File: config.mk
export PLATFORM = sky130hd
export DESIGN_NAME = pipeline_skid_stage
export DESIGN_NICKNAME = d
export VERILOG_FILES = /design/src/rtl/pipeline_skid_stage_pkg.sv /design/src/rtl/pipeline_age_cmp.sv /design/src/rtl/pipeline_skid_stage.sv
export SDC_FILE = /design/constraint.sdc
export NUM_CORES = 1
export LEC_CHECK = 0
export CORE_MARGIN = 1.5
export CORE_UTILIZATION = 46
export CTS_BUF_LIST = sky130_fd_sc_hd__clkbuf_16
export CTS_CLUSTER_DIAMETER = 120
export CTS_CLUSTER_SIZE = 24
export DETAILED_ROUTE_END_ITERATION = 10
export GPL_TIMING_DRIVEN = 0
export PLACE_DENSITY_LB_ADDON = 0.2
export SLEW_MARGIN = 25
export SYNTH_ARGS = -nofsm -noshare
export SYNTH_HDL_FRONTEND = slang
export SYNTH_SLANG_ARGS = --single-unit
export TNS_END_PERCENT = 50
File: constraint.sdc
create_clock -name clk -period 3.05 [get_ports clk]
set_clock_uncertainty 0.2 [all_clocks]
set_input_delay 0.4575 -clock clk [delete_from_list [all_inputs] [get_ports clk]]
set_output_delay 0.4575 -clock clk [all_outputs]
set_load 0.05 [all_outputs]
File: src/rtl/pipeline_skid_stage_pkg.sv
// Shared definitions for the pipeline skid stage: bus widths and helpers.
package pipeline_skid_stage_pkg;

  // Legacy fixed-field bus widths still referenced by neighbouring stages
  localparam int DATA_BUS_W       = 32;
  localparam int INST_BUS_W       = 32;
  // Default active-list index width; tag bus is derived from it
  localparam int FREE_LIST_W_DEF  = 3;
  localparam int PIPE_TAG_BUS_W   = FREE_LIST_W_DEF;
  // Performance counter width
  localparam int PERF_CNT_W       = 32;

  // Saturating add of a small increment to a perf counter
  function automatic logic [PERF_CNT_W-1:0] sat_add(
    input logic [PERF_CNT_W-1:0] a,
    input logic [1:0]            b
  );
    logic [PERF_CNT_W:0] s;
    s = {1'b0, a} + {{(PERF_CNT_W-1){1'b0}}, b};
    return s[PERF_CNT_W] ? {PERF_CNT_W{1'b1}} : s[PERF_CNT_W-1:0];
  endfunction

endpackage

File: src/rtl/pipeline_age_cmp.sv
// Modular age compare: flags a tag as younger than the kill tag, with ages
// measured from the active-list head so circular wrap is handled.
module pipeline_age_cmp #(
  parameter int TW = 3
) (
  input  logic [TW-1:0] i_tag,
  input  logic [TW-1:0] i_kill_tag,
  input  logic [TW-1:0] i_head,
  output logic          o_younger
);

  logic [TW-1:0] w_age_tag;
  logic [TW-1:0] w_age_kill;

  // Subtraction truncated to TW bits is the mod-2^TW distance from head
  always_comb begin
    w_age_tag  = i_tag - i_head;
    w_age_kill = i_kill_tag - i_head;
    o_younger  = w_age_tag > w_age_kill;
  end

endmodule

File: src/rtl/pipeline_skid_stage.sv
// Parametrised valid/ready pipeline register with a 2-entry skid buffer,
// flush / global flush and tag-based selective kill.
// Optional perf counters enabled by defining PIPELINE_SKID_STAGE_PERF_EN.
module pipeline_skid_stage
  import pipeline_skid_stage_pkg::*;
#(
  parameter int PAYLOAD_WIDTH   = 128,
  parameter int FREE_LIST_WIDTH = 3
) (
  input  logic                       clk,
  input  logic                       rst_n,
  input  logic                       flush,
  input  logic                       global_flush,
  input  logic                       in_valid,
  output logic                       in_ready,
  input  logic [PAYLOAD_WIDTH-1:0]   in_payload,
  input  logic [FREE_LIST_WIDTH-1:0] in_tag,
  output logic                       out_valid,
  input  logic                       out_ready,
  output logic [PAYLOAD_WIDTH-1:0]   out_payload,
  output logic [FREE_LIST_WIDTH-1:0] out_tag,
  input  logic                       kill_valid,
  input  logic [FREE_LIST_WIDTH-1:0] kill_tag,
  input  logic [FREE_LIST_WIDTH-1:0] kill_head
`ifdef PIPELINE_SKID_STAGE_PERF_EN
  ,
  output logic [PERF_CNT_W-1:0]      perf_stall_cnt,
  output logic [PERF_CNT_W-1:0]      perf_kill_cnt
`endif
);

  localparam int PW = PAYLOAD_WIDTH;
  localparam int TW = FREE_LIST_WIDTH;

  // Stored entries; main drives the outputs directly
  logic          r_main_v, r_skid_v, r_in_ready;
  logic [PW-1:0] r_main_p, r_skid_p;
  logic [TW-1:0] r_main_t, r_skid_t;

  // Next-state values
  logic          w_main_v_n, w_skid_v_n;
  logic [PW-1:0] w_main_p_n, w_skid_p_n;
  logic [TW-1:0] w_main_t_n, w_skid_t_n;

  logic w_in_xfer, w_out_xfer, w_flush;
  logic w_y_main, w_y_skid, w_y_in;
  logic w_keep_main, w_keep_skid, w_keep_in;
  logic [1:0] w_kill_n;

  assign w_flush    = flush | global_flush;
  assign w_in_xfer  = in_valid & r_in_ready;
  assign w_out_xfer = r_main_v & out_ready;

  pipeline_age_cmp #(.TW(TW)) u_age_main (
    .i_tag(r_main_t), .i_kill_tag(kill_tag), .i_head(kill_head), .o_younger(w_y_main));
  pipeline_age_cmp #(.TW(TW)) u_age_skid (
    .i_tag(r_skid_t), .i_kill_tag(kill_tag), .i_head(kill_head), .o_younger(w_y_skid));
  pipeline_age_cmp #(.TW(TW)) u_age_in (
    .i_tag(in_tag),   .i_kill_tag(kill_tag), .i_head(kill_head), .o_younger(w_y_in));

  // Entries that remain after this edge, oldest first: held main, skid, incoming.
  // A main entry leaving through an output transfer is complete, never killed.
  assign w_keep_main = r_main_v & ~w_out_xfer & ~(kill_valid & w_y_main);
  assign w_keep_skid = r_skid_v & ~(kill_valid & w_y_skid);
  assign w_keep_in   = w_in_xfer & ~(kill_valid & w_y_in);

  // Pack surviving entries into main then skid; this covers the normal
  // advance cases and post-kill compaction alike. Empty slots read zero.
  always_comb begin
    w_main_v_n = 1'b0;
    w_main_p_n = '0;
    w_main_t_n = '0;
    w_skid_v_n = 1'b0;
    w_skid_p_n = '0;
    w_skid_t_n = '0;
    if (!w_flush) begin
      if (w_keep_main) begin
        w_main_v_n = 1'b1;
        w_main_p_n = r_main_p;
        w_main_t_n = r_main_t;
        if (w_keep_skid) begin
          w_skid_v_n = 1'b1;
          w_skid_p_n = r_skid_p;
          w_skid_t_n = r_skid_t;
        end else if (w_keep_in) begin
          w_skid_v_n = 1'b1;
          w_skid_p_n = in_payload;
          w_skid_t_n = in_tag;
        end
      end else if (w_keep_skid) begin
        w_main_v_n = 1'b1;
        w_main_p_n = r_skid_p;
        w_main_t_n = r_skid_t;
        if (w_keep_in) begin
          w_skid_v_n = 1'b1;
          w_skid_p_n = in_payload;
          w_skid_t_n = in_tag;
        end
      end else if (w_keep_in) begin
        w_main_v_n = 1'b1;
        w_main_p_n = in_payload;
        w_main_t_n = in_tag;
      end
    end
  end

  // Number of entries dropped by a kill this cycle; flush takes precedence
  always_comb begin
    w_kill_n = 2'd0;
    if (!w_flush && kill_valid) begin
      w_kill_n = 2'({1'b0, r_main_v & ~w_out_xfer & w_y_main})
               + 2'({1'b0, r_skid_v & w_y_skid})
               + 2'({1'b0, w_in_xfer & w_y_in});
    end
  end

  // Entry state registers; in_ready is the registered complement of skid full
  always_ff @(posedge clk or negedge rst_n) begin
    if (!rst_n) begin
      r_main_v   <= 1'b0;
      r_main_p   <= '0;
      r_main_t   <= '0;
      r_skid_v   <= 1'b0;
      r_skid_p   <= '0;
      r_skid_t   <= '0;
      r_in_ready <= 1'b1;
    end else begin
      r_main_v   <= w_main_v_n;
      r_main_p   <= w_main_p_n;
      r_main_t   <= w_main_t_n;
      r_skid_v   <= w_skid_v_n;
      r_skid_p   <= w_skid_p_n;
      r_skid_t   <= w_skid_t_n;
      r_in_ready <= ~w_skid_v_n;
    end
  end

  assign in_ready    = r_in_ready;
  assign out_valid   = r_main_v;
  assign out_payload = r_main_p;
  assign out_tag     = r_main_t;

`ifdef PIPELINE_SKID_STAGE_PERF_EN
  logic [PERF_CNT_W-1:0] r_stall_cnt, r_kill_cnt;

  // Saturating stall and kill event counters
  always_ff @(posedge clk or negedge rst_n) begin
    if (!rst_n) begin
      r_stall_cnt <= '0;
      r_kill_cnt  <= '0;
    end else begin
      r_stall_cnt <= sat_add(r_stall_cnt, {1'b0, r_main_v & ~out_ready});
      r_kill_cnt  <= sat_add(r_kill_cnt, w_kill_n);
    end
  end

  assign perf_stall_cnt = r_stall_cnt;
  assign perf_kill_cnt  = r_kill_cnt;
`else
  logic w_unused;
  assign w_unused = ^w_kill_n;
`endif

endmodule

After elaboration in Yosys (flattened, before gate mapping)
Index checks and enable logic that the tools add are counted.
{ "totals": {"ff_bits": 265, "input_bits": 144, "word_cells": 51, "output_inout_bits": 133} }
{ "classes": {"n_mux": 21, "order_cmp": 3, "bitwise": 15, "eq_ne": 1, "addsub": 4} }
{ "ops": {"columns": ["operator", "n"], "rows": [
  ["2-to-1 mux 128 bit", 7],
  ["2-to-1 mux 3 bit", 7],
  ["subtractor 3 bit", 4],
  ["bitwise AND 1 bit", 9],
  ["greater-than comparator 3 bit", 3],
  ["2-to-1 mux 1 bit", 7],
  ["NOT 1 bit", 5],
  ["!= test 2 bit (second input constant)", 1],
  ["bitwise OR 1 bit", 1]
]} }

Depth between registers and ports, before layout
{ "depth": {"word_depth": 10, "ltp_mapped": 15, "depth_no_buf": 12} }

Modules after synthesis
Synthesis repeated with hierarchy kept, for this count alone.
{ "unflattened": {"cells_unflattened": 851, "hier_area_um2": 11389.7} }
{ "by_module_without_submodules": {"columns": ["module", "area_per_inst_um2", "seq_area_each_um2", "n_inst", "cells_each"], "rows": [
  ["pipeline_skid_stage", 10826.6, 6632.6, 1, 785],
  ["pipeline_age_cmp", 187.7, 0.0, 3, 22]
]} }

Worst setup path after synthesis
Ideal clock, no wire load.
{ "synth_timing": {"path_type": "reg-to-reg", "from": "reg r_main_t[0] (netlist: out_tag[0])", "to": "reg r_main_p[100] (netlist: out_payload[100])", "path_stages_with_launch": 16, "required_time_ns": 2.768, "setup_time_ns": 0.082, "path_buffers": 3, "arrival_ns": 3.080, "period_less_slack_ns": 3.362, "path_slack_ns": -0.312, "cell_sequence": "dfrtp_1 -> inv_1 -> ha_1 -> inv_1 -> fa_1 -> xor2_1 -> xnor2_1 -> ha_1 -> o21ai_0 -> o21bai_1 -> a31o_2 -> buf_2 -> buf_2 -> clkbuf_1 -> o21ai_0 -> a31oi_1"} }
{ "synth_via": {"elab_chain_len": 6} }
{ "synth_lines": {"columns": ["element", "line_no", "text"], "rows": [
  ["start: declaration", "pipeline_skid_stage.sv:38", "logic [TW-1:0] r_main_t, r_skid_t;"],
  ["start signal: assignment", "pipeline_skid_stage.sv:130", "r_main_t <= w_main_t_n;"],
  ["subtractor 3 bit", "pipeline_age_cmp.sv:17", "w_age_tag = i_tag - i_head;"],
  ["greater-than comparator 3 bit", "pipeline_age_cmp.sv:19", "o_younger = w_age_tag > w_age_kill;"],
  ["bitwise AND 1 bit", "pipeline_skid_stage.sv:63", "assign w_keep_main = r_main_v & ~w_out_xfer & ~(kill_valid & w_y_main);"],
  ["NOT 1 bit", "pipeline_skid_stage.sv:63", null],
  ["bitwise AND 1 bit", "pipeline_skid_stage.sv:63", null],
  ["!= test 2 bit (no source line)", null, null],
  ["end signal: assignment", "pipeline_skid_stage.sv:129", "r_main_p <= w_main_p_n;"],
  ["end: declaration", "pipeline_skid_stage.sv:37", "logic [PW-1:0] r_main_p, r_skid_p;"]
]} }
Every way passes these cells.
A chain may end at the register's enable or synchronous reset.

Final worst setup path
{ "layout_timing": {"from": "reg r_main_t[0] (netlist: out_tag[0])", "to": "reg r_skid_p[46]"} }
{ "layout_via": {"elab_chain_len": 7} }
{ "layout_lines": {"columns": ["element", "line_no", "text"], "rows": [
  ["subtractor 3 bit", "pipeline_age_cmp.sv:17", null],
  ["greater-than comparator 3 bit", "pipeline_age_cmp.sv:19", null],
  ["bitwise AND 1 bit", "pipeline_skid_stage.sv:63", null],
  ["NOT 1 bit", "pipeline_skid_stage.sv:63", null],
  ["bitwise AND 1 bit", "pipeline_skid_stage.sv:63", null],
  ["2-to-1 mux 128 bit", "pipeline_skid_stage.sv:77", "if (w_keep_main) begin"],
  ["2-to-1 mux 128 bit", "pipeline_skid_stage.sv:76", "if (!w_flush) begin"],
  ["via w_skid_p_n[46]", "pipeline_skid_stage.sv:42", "logic [PW-1:0] w_main_p_n, w_skid_p_n;"],
  ["end signal: assignment", "pipeline_skid_stage.sv:132", "r_skid_p <= w_skid_p_n;"],
  ["end: declaration", "pipeline_skid_stage.sv:37", null]
]} }
The timed path passes the listed nets, and every way through them passes these cells.

==> run metrics <==
Worst path top cell family by delay adder cells; Total Routing Usage GR 0.312; first-pass GRT wire length ~70000 µm; Avg Inst Size Synth 8.90 µm²; port bufs 275; dpl cell area approximately 16000 µm²; Post-Synthesis Cells around 1.4k; Synthesized Nets between 1.5k and 2k; register bit total from synthesis roughly 270; post-route minimum period approximately 3.4 ns; DP HPWL 27900 µm; Net count, final between 1.5k and 2k; die width around 170 µm; DR top layer met5; Unique masters post-synth 34; Initial Utilization 0.467; RSZ-0062 raised after global routing yes; final hold violation count 0; maximum vdd drop ~0.52 mV; async set-reset flop share out of synthesis 1.00; slowest cell delay on critical path ~0.43 ns; Vias roughly 13k; Routed WL per cell around 22 µm; H-tree depth 1; core box area 26800 µm²; WL met3 3430 µm; final wirelength between 40000 and 50000 µm; sequential share of the synthesized area 0.530; Total Power ~7900 µW; Slew HR 0.425; layout cells sized above 1 0.208; Vias/cell 6.17; mapped cell area 12500 µm²; Final period util 1.11; status finished, violations left; Yosys warnings 0; largest net degree at the start of global routing 80; CP Max Fanout 7; Critical Path RT about 3.2 ns; met2 wire len 22000 µm; endpoints failing setup 265; Crit-path slowest cell dfrtp_2; Num CTS Buffers 15; maxcap violations 0; DR iter-0 viols 1483; crit path kind reg -> reg; commonest non-fill, non-tap cells in the layout clkdlybuf4s50_1 (269), dfrtp_1 (263), nand3_1 (261), nand2_1 (245), a31oi_1 (121); P&R area growth vs syn 50.5%; Post-synth top flop dfrtp_1; routed length on met1 about 19000 µm; pwr dens 419 nW/µm²; leakage power 0.00722 µW; crit path capture type register; Post-synth EDFFs 0; type of the worst min-delay path in -> reg; Clock Tree Buf Depth 3; worst path buffer plus inverter count 6; critical path startpoint category register; CP cell instances inv_2, ha_4, inv_4, fa_2, xor2_1, xnor2_1, ha_1, o21ai_2, o21bai_2, buf_4, a31oi_4, xnor2_4, buf_12, buf_16, clkbuf_16, o22ai_1; clock transition at the registers of the reported paths 0.10 ns; Rows 60; f_max 295 MHz; GRT overflow 0; commonest non-fill, non-tap cell in the layout clkdlybuf4s50_1; CTS tree yes; setup ws final -0.334 ns; Die ar. approximately 28000 µm²; drt pass-1 iters 5; Final ANT Viol Nets 0; Worst-Skew Late Latency a little over 0.5 ns; violated checks negative setup slack; DRC Markers 0; Least-Margin Pin Slew roughly 0.86 ns; vias in the first global route ~13k; CTS root buffer clkbuf_16; # IOs between 200 and 300; Slew Viols, Final 0; placer congestion estimate around 0.89; critical path data arrival time 3.57 ns; initial antenna violation count 5; Die Ht roughly 170 µm; Num Clock Sinks ~270; final instance area 18800 µm²
-- path summary, 6_finish.rpt --
kind | startpoint | endpoint | slack, ns | depth (start not counted)
setup / recovery | out_tag[0] | r_skid_p[46] | -0.33 | 16
hold / removal | in_tag[0] | out_tag[0] | 0.10 | 3
setup reg to reg | out_tag[0] | r_skid_p[46] | -0.33 | 16
hold reg to reg | r_skid_p[121] | out_payload[121] | 0.33 | 2
max in group asynchronous | rst_n | out_payload[63] | 1.52 | 3
min in group asynchronous | rst_n | out_payload[15] | 0.30 | 2
-- kinds of logic (layout without fill, tap and decap cells) --
family                     count (synthesis)  after routing  share of synthesized area
buffers and inverters                    169            536                     0.0624
AOI/OAI and AO/OA                        411            411                      0.194
xor gates and xnor gates                  13             13                    0.00969
DFF                                      265            265                      0.530
adders and majority gates                 14             14                     0.0164
and+or+nand+nor                          534            534                      0.188
other                                      0              3                          0
-- worst reg2reg max path: stages (launching register included) --
cell and delay (ns):
dfrtp_2 0.43, inv_2 0.08, ha_4 0.13, inv_4 0.03
fa_2 0.33, xor2_1 0.17, xnor2_1 0.14, ha_1 0.35
o21ai_2 0.08, o21bai_2 0.10, buf_4 0.16, a31oi_4 0.29
xnor2_4 0.17, buf_12 0.17, buf_16 0.17, clkbuf_16 0.16
o22ai_1 0.09
-- state kept, by name, summed over array words and instances, names as in the netlist --
name         count
out_payload    128
r_skid_p       128
out_tag          3
r_skid_t         3
in_ready         1
out_valid        1
r_skid_v         1
-- report_power, final --
group	leakage (µW)	switching, µW	internal, µW
Combinational	0.00333	1210	862
Sequential	0.00367	58.2	3600
Clock	0.000227	1240	924
Total	0.00722	2500	5380
-- per-stage QoR --
stage | utilization | cells | worst slack [ns] | hold slack [ns] | TNS [ns]
finish | 0.703 | 2117 | -0.334 | 0.104 | -59.20
global route | 0.703 | 2117 | -0.398 | 0.0774 | -84.31
CTS | 0.678 | 2100 | -0.207 | 0.222 | -33.79
detailed placement | 0.593 | 2025 | -1.26 | 0.298 | -305.73
global placement | 0.590 | 2022 | -11.23 | 0.322 | -2992.59
floorplan | - | 1406 | -0.0274 | -0.0381 | -2.08
-- Yosys cell counts (4+ instances only) --
cell type / instances / area share
o21a_1: 5 / 0.0030
inv_1: 10 / 0.0030
fa_1: 4 / 0.0064
ha_1: 10 / 0.010
clkbuf_1: 93 / 0.028
nand3_1: 263 / 0.11
o22ai_1: 130 / 0.065
buf_1: 5 / 0.0015
nand2_1: 263 / 0.079
dfrtp_1: 264 / 0.53
buf_6: 10 / 0.0090
xnor2_1: 7 / 0.0049
a31oi_1: 131 / 0.065
xor2_1: 5 / 0.0035
buf_2: 48 / 0.019
o21ai_0: 134 / 0.054
-- what timing repair did --
action / CTS / global route
endpoints found under the hold margin: 76 / 0
resized for setup: 316 / 125
endpoints found under the setup margin: 265 / 265
hold buffers: 1 / 0
cloned: 21 / 7
pin swaps: 65 / 24
buffers inserted: 33 / 10
-- layout make-up --
class                           count  area, µm²
Multi-Input combinational cell    972       6070
Sequential cell                   265       6630
Inverter                           10       40.0
Buffer                            156       1350
Tap cell                          341        427
Fill cell                        1977       7960
Clock inverter                      7       57.6
Clock buffer                       15        375
Antenna cell                        3       7.51
Timing Repair Buffer              348       3880
-- per-layer routing --
layer,track usage,vias up
met4,0.127,4
met1,0.415,6468
met2,0.502,661
met3,0.0628,130
li1,-,5808
met5,0,-
Note: power is estimated with default switching activity, not from simulation.
==> edit (config.mk and constraints unchanged) <==
`FREE_LIST_WIDTH`: 3 -> 6.
--- a/src/rtl/pipeline_skid_stage.sv
+++ b/src/rtl/pipeline_skid_stage.sv
@@ -5,7 +5,7 @@
   import pipeline_skid_stage_pkg::*;
 #(
   parameter int PAYLOAD_WIDTH   = 128,
-  parameter int FREE_LIST_WIDTH = 3
+  parameter int FREE_LIST_WIDTH = 6
 ) (
   input  logic                       clk,
   input  logic                       rst_n,
Interface: changed (resized in_tag, kill_head, kill_tag and out_tag); port bits go from 277 to 289. The function was not compared with the original's and may differ.
==> edit against the original RTL <==
The run still ends with setup timing left; fmax down 15%; design area down 9.2%; wire length down 19%; combinational power down 8%; cell count down 22%; sequential share of layout area up 4.4 points; setup slack worse by 610 ps; die area down 2.9%; sequential cell count up 6; power down 1.5%; count of clock-buffer cells in the layout unchanged; global-route usage down 4.1 points; synthesized area down 2.9%; critical path type unchanged; critical endpoint is now r_skid_p[115]$_DFF_PN0_.
==> edit: results (changes against the original RTL) <==
[placed_design]
hpwl_um=24900  ; -11%
portBuffers=288  ; +4.7%
post_dp_cell_area_um2=15600  ; -1.7%

[drt]
wl_met1_um=15700  ; -16%
dr_wl_met3_um=2880  ; -16%
met2_length_um=18000  ; -18%
drt_wl_total_um=37500  ; -19%
initialDrtViolationCount=944  ; -36%
vias_per_cell=6.24  ; +1.1%

[run_status]
violations=setup timing
status=finished, violations left

[timing]
fmax_mhz=251  ; -15%
setup_violations=271  ; +2.3%
finalSetupTns_ps=-227820  ; -168620 ps
layout_setup_ws_ps=-941  ; -606 ps

[setup_path]
r2r_slack_ps=-940  ; -610 ps
critPathMaxStageDelay_ps=400  ; -30 ps
r2r-end=r_skid_p[115]$_DFF_PN0_
reg2reg_from=out_tag[1]$_DFFE_PN0P_
cp_data_arrival_time_ps=4160  ; +590 ps
crit_family=compound AO/OA/AOI/OAI gates
ff2ff_path_depth=18  ; +2

[final_layout]
finalNetCount=1499  ; -22%
layout-drive-gt1-share=0.142  ; -0.0662
stdcell_count=1650  ; -22%

[logic_synthesis]
synth_fa_ha_area_frac=0.0444  ; +0.0280
syn_area_per_cell_um2=12.8  ; +43%
synthesis.nets=1144  ; -27%
yosysSeqAreaShare=0.558  ; +0.0283
netlist_top_cells_count=dfrtp_1, and3_1, a32o_1
synth-compound-area-share=0.255  ; +0.0609
synth.distinct_cells=50  ; +47%
synthXorXnorAreaFrac=0.0137  ; +0.00400
synth_area_leaders=dfrtp_1, a32o_1, a221o_1

[clocking]
clock_latency_ps=490  ; -20 ps

[min_path]
hold_class=in -> async

[global_route]
grt_use_total=0.271  ; -0.0414
grt_max_degree=91  ; +14%
first_global_vias=10350  ; -20%

[pwr]
p_leak_nw=8.07  ; +12%

[floorplanning]
die_area_um2=27400  ; -2.9%

## edit: changes by cell type after synthesis, sizes merged, moves of 132 or more
cell,unedited run,this run
a221o,0,132
nand2,263,11
nand3,263,8
and3,0,134
a32o,0,133
## edit: what timing repair did
action	4_1_cts	5_1_grt
pin swaps	29	8
setup endpoints to repair	271	271
endpoints found under the hold margin	270	0
gates cloned	4	2
hold buffers	1	0
buffers inserted	38	4
gates resized for setup	146	45
## edit: cells by family after synthesis
kind of cell               count (synthesis)
DFF                                      271
xor gates and xnor gates                  19
and+or+nand+nor                          176
adders and majority gates                 41
buffers and inverters                    120
AOI/OAI and AO/OA                        325
## edit: per-layer routing
layer  track usage  vias up
li1              -     4592
met1         0.364     5246
met2         0.442      398
met3        0.0577       61
met4        0.0783        0
met5             0        -
## edit: worst max-delay path by stage
stage	start	endpoint	slack, ps	cells past startpoint
global route	out_tag[1]$_DFFE_PN0P_	r_skid_t[0]$_DFF_PN0_	-1090	18
CTS	out_tag[1]$_DFFE_PN0P_	r_skid_p[102]$_DFF_PN0_	-860	18
global placement	rst_n	out_payload[28]$_DFFE_PN0P_	-10320	1
floorplan	kill_head[1]	r_skid_p[61]$_DFF_PN0_	-1020	17
finish	out_tag[1]$_DFFE_PN0P_	r_skid_p[115]$_DFF_PN0_	-940	18
detailed placement	kill_head[1]	out_payload[95]$_DFFE_PN0P_	-2540	17
## edit: final cells by class
| cell class | count | area, um2 |
|---|---|---|
| buffer | 100 | 810 |
| fill | 2007 | 8870 |
| antenna | 4 | 10.0 |
| clock buffer | 15 | 375 |
| timing repair buffer | 338 | 3480 |
| multi-input combinational | 561 | 5120 |
| inverter | 20 | 78.8 |
| tap | 335 | 419 |
| clock inverter | 6 | 35.0 |
| sequential | 271 | 6780 |
## edit: metrics by stage
step	setup slack, ps	hold WS (ps)	utilization
3_3_place_gp	-10320	293	0.598
2_1_floorplan	-1020	-38.1	-
5_1_grt	-1090	180	0.658
6_report	-941	177	0.659
4_1_cts	-858	161	0.652
3_5_place_dp	-2540	84.5	0.602
## edit: worst register-to-register path, stage by stage (launching register included)
cell and delay [ps]:
dfrtp_1 400, ha_1 270, a21o_1 190, a21oi_2 180
o21bai_1 90, a21oi_1 180, xnor2_1 150, ha_1 280
nand3_2 90, o21ai_2 70, maj3_2 340, a211o_4 380
a211oi_4 220, buf_4 150, nor3_4 40, buf_6 140
buf_12 150, buf_8 140, a32o_1 210
## edit: power by group through the flow
stage | Sequential, mW | Clock, mW | Combinational [mW]
2_1_floorplan | 4.20 | 0 | 0.546
3_3_place_gp | 3.86 | 0 | 1.59
3_5_place_dp | 3.86 | 0 | 1.63
4_1_cts | 3.79 | 2.14 | 1.86
5_1_grt | 3.80 | 2.26 | 2.02
6_report | 3.79 | 2.08 | 1.90
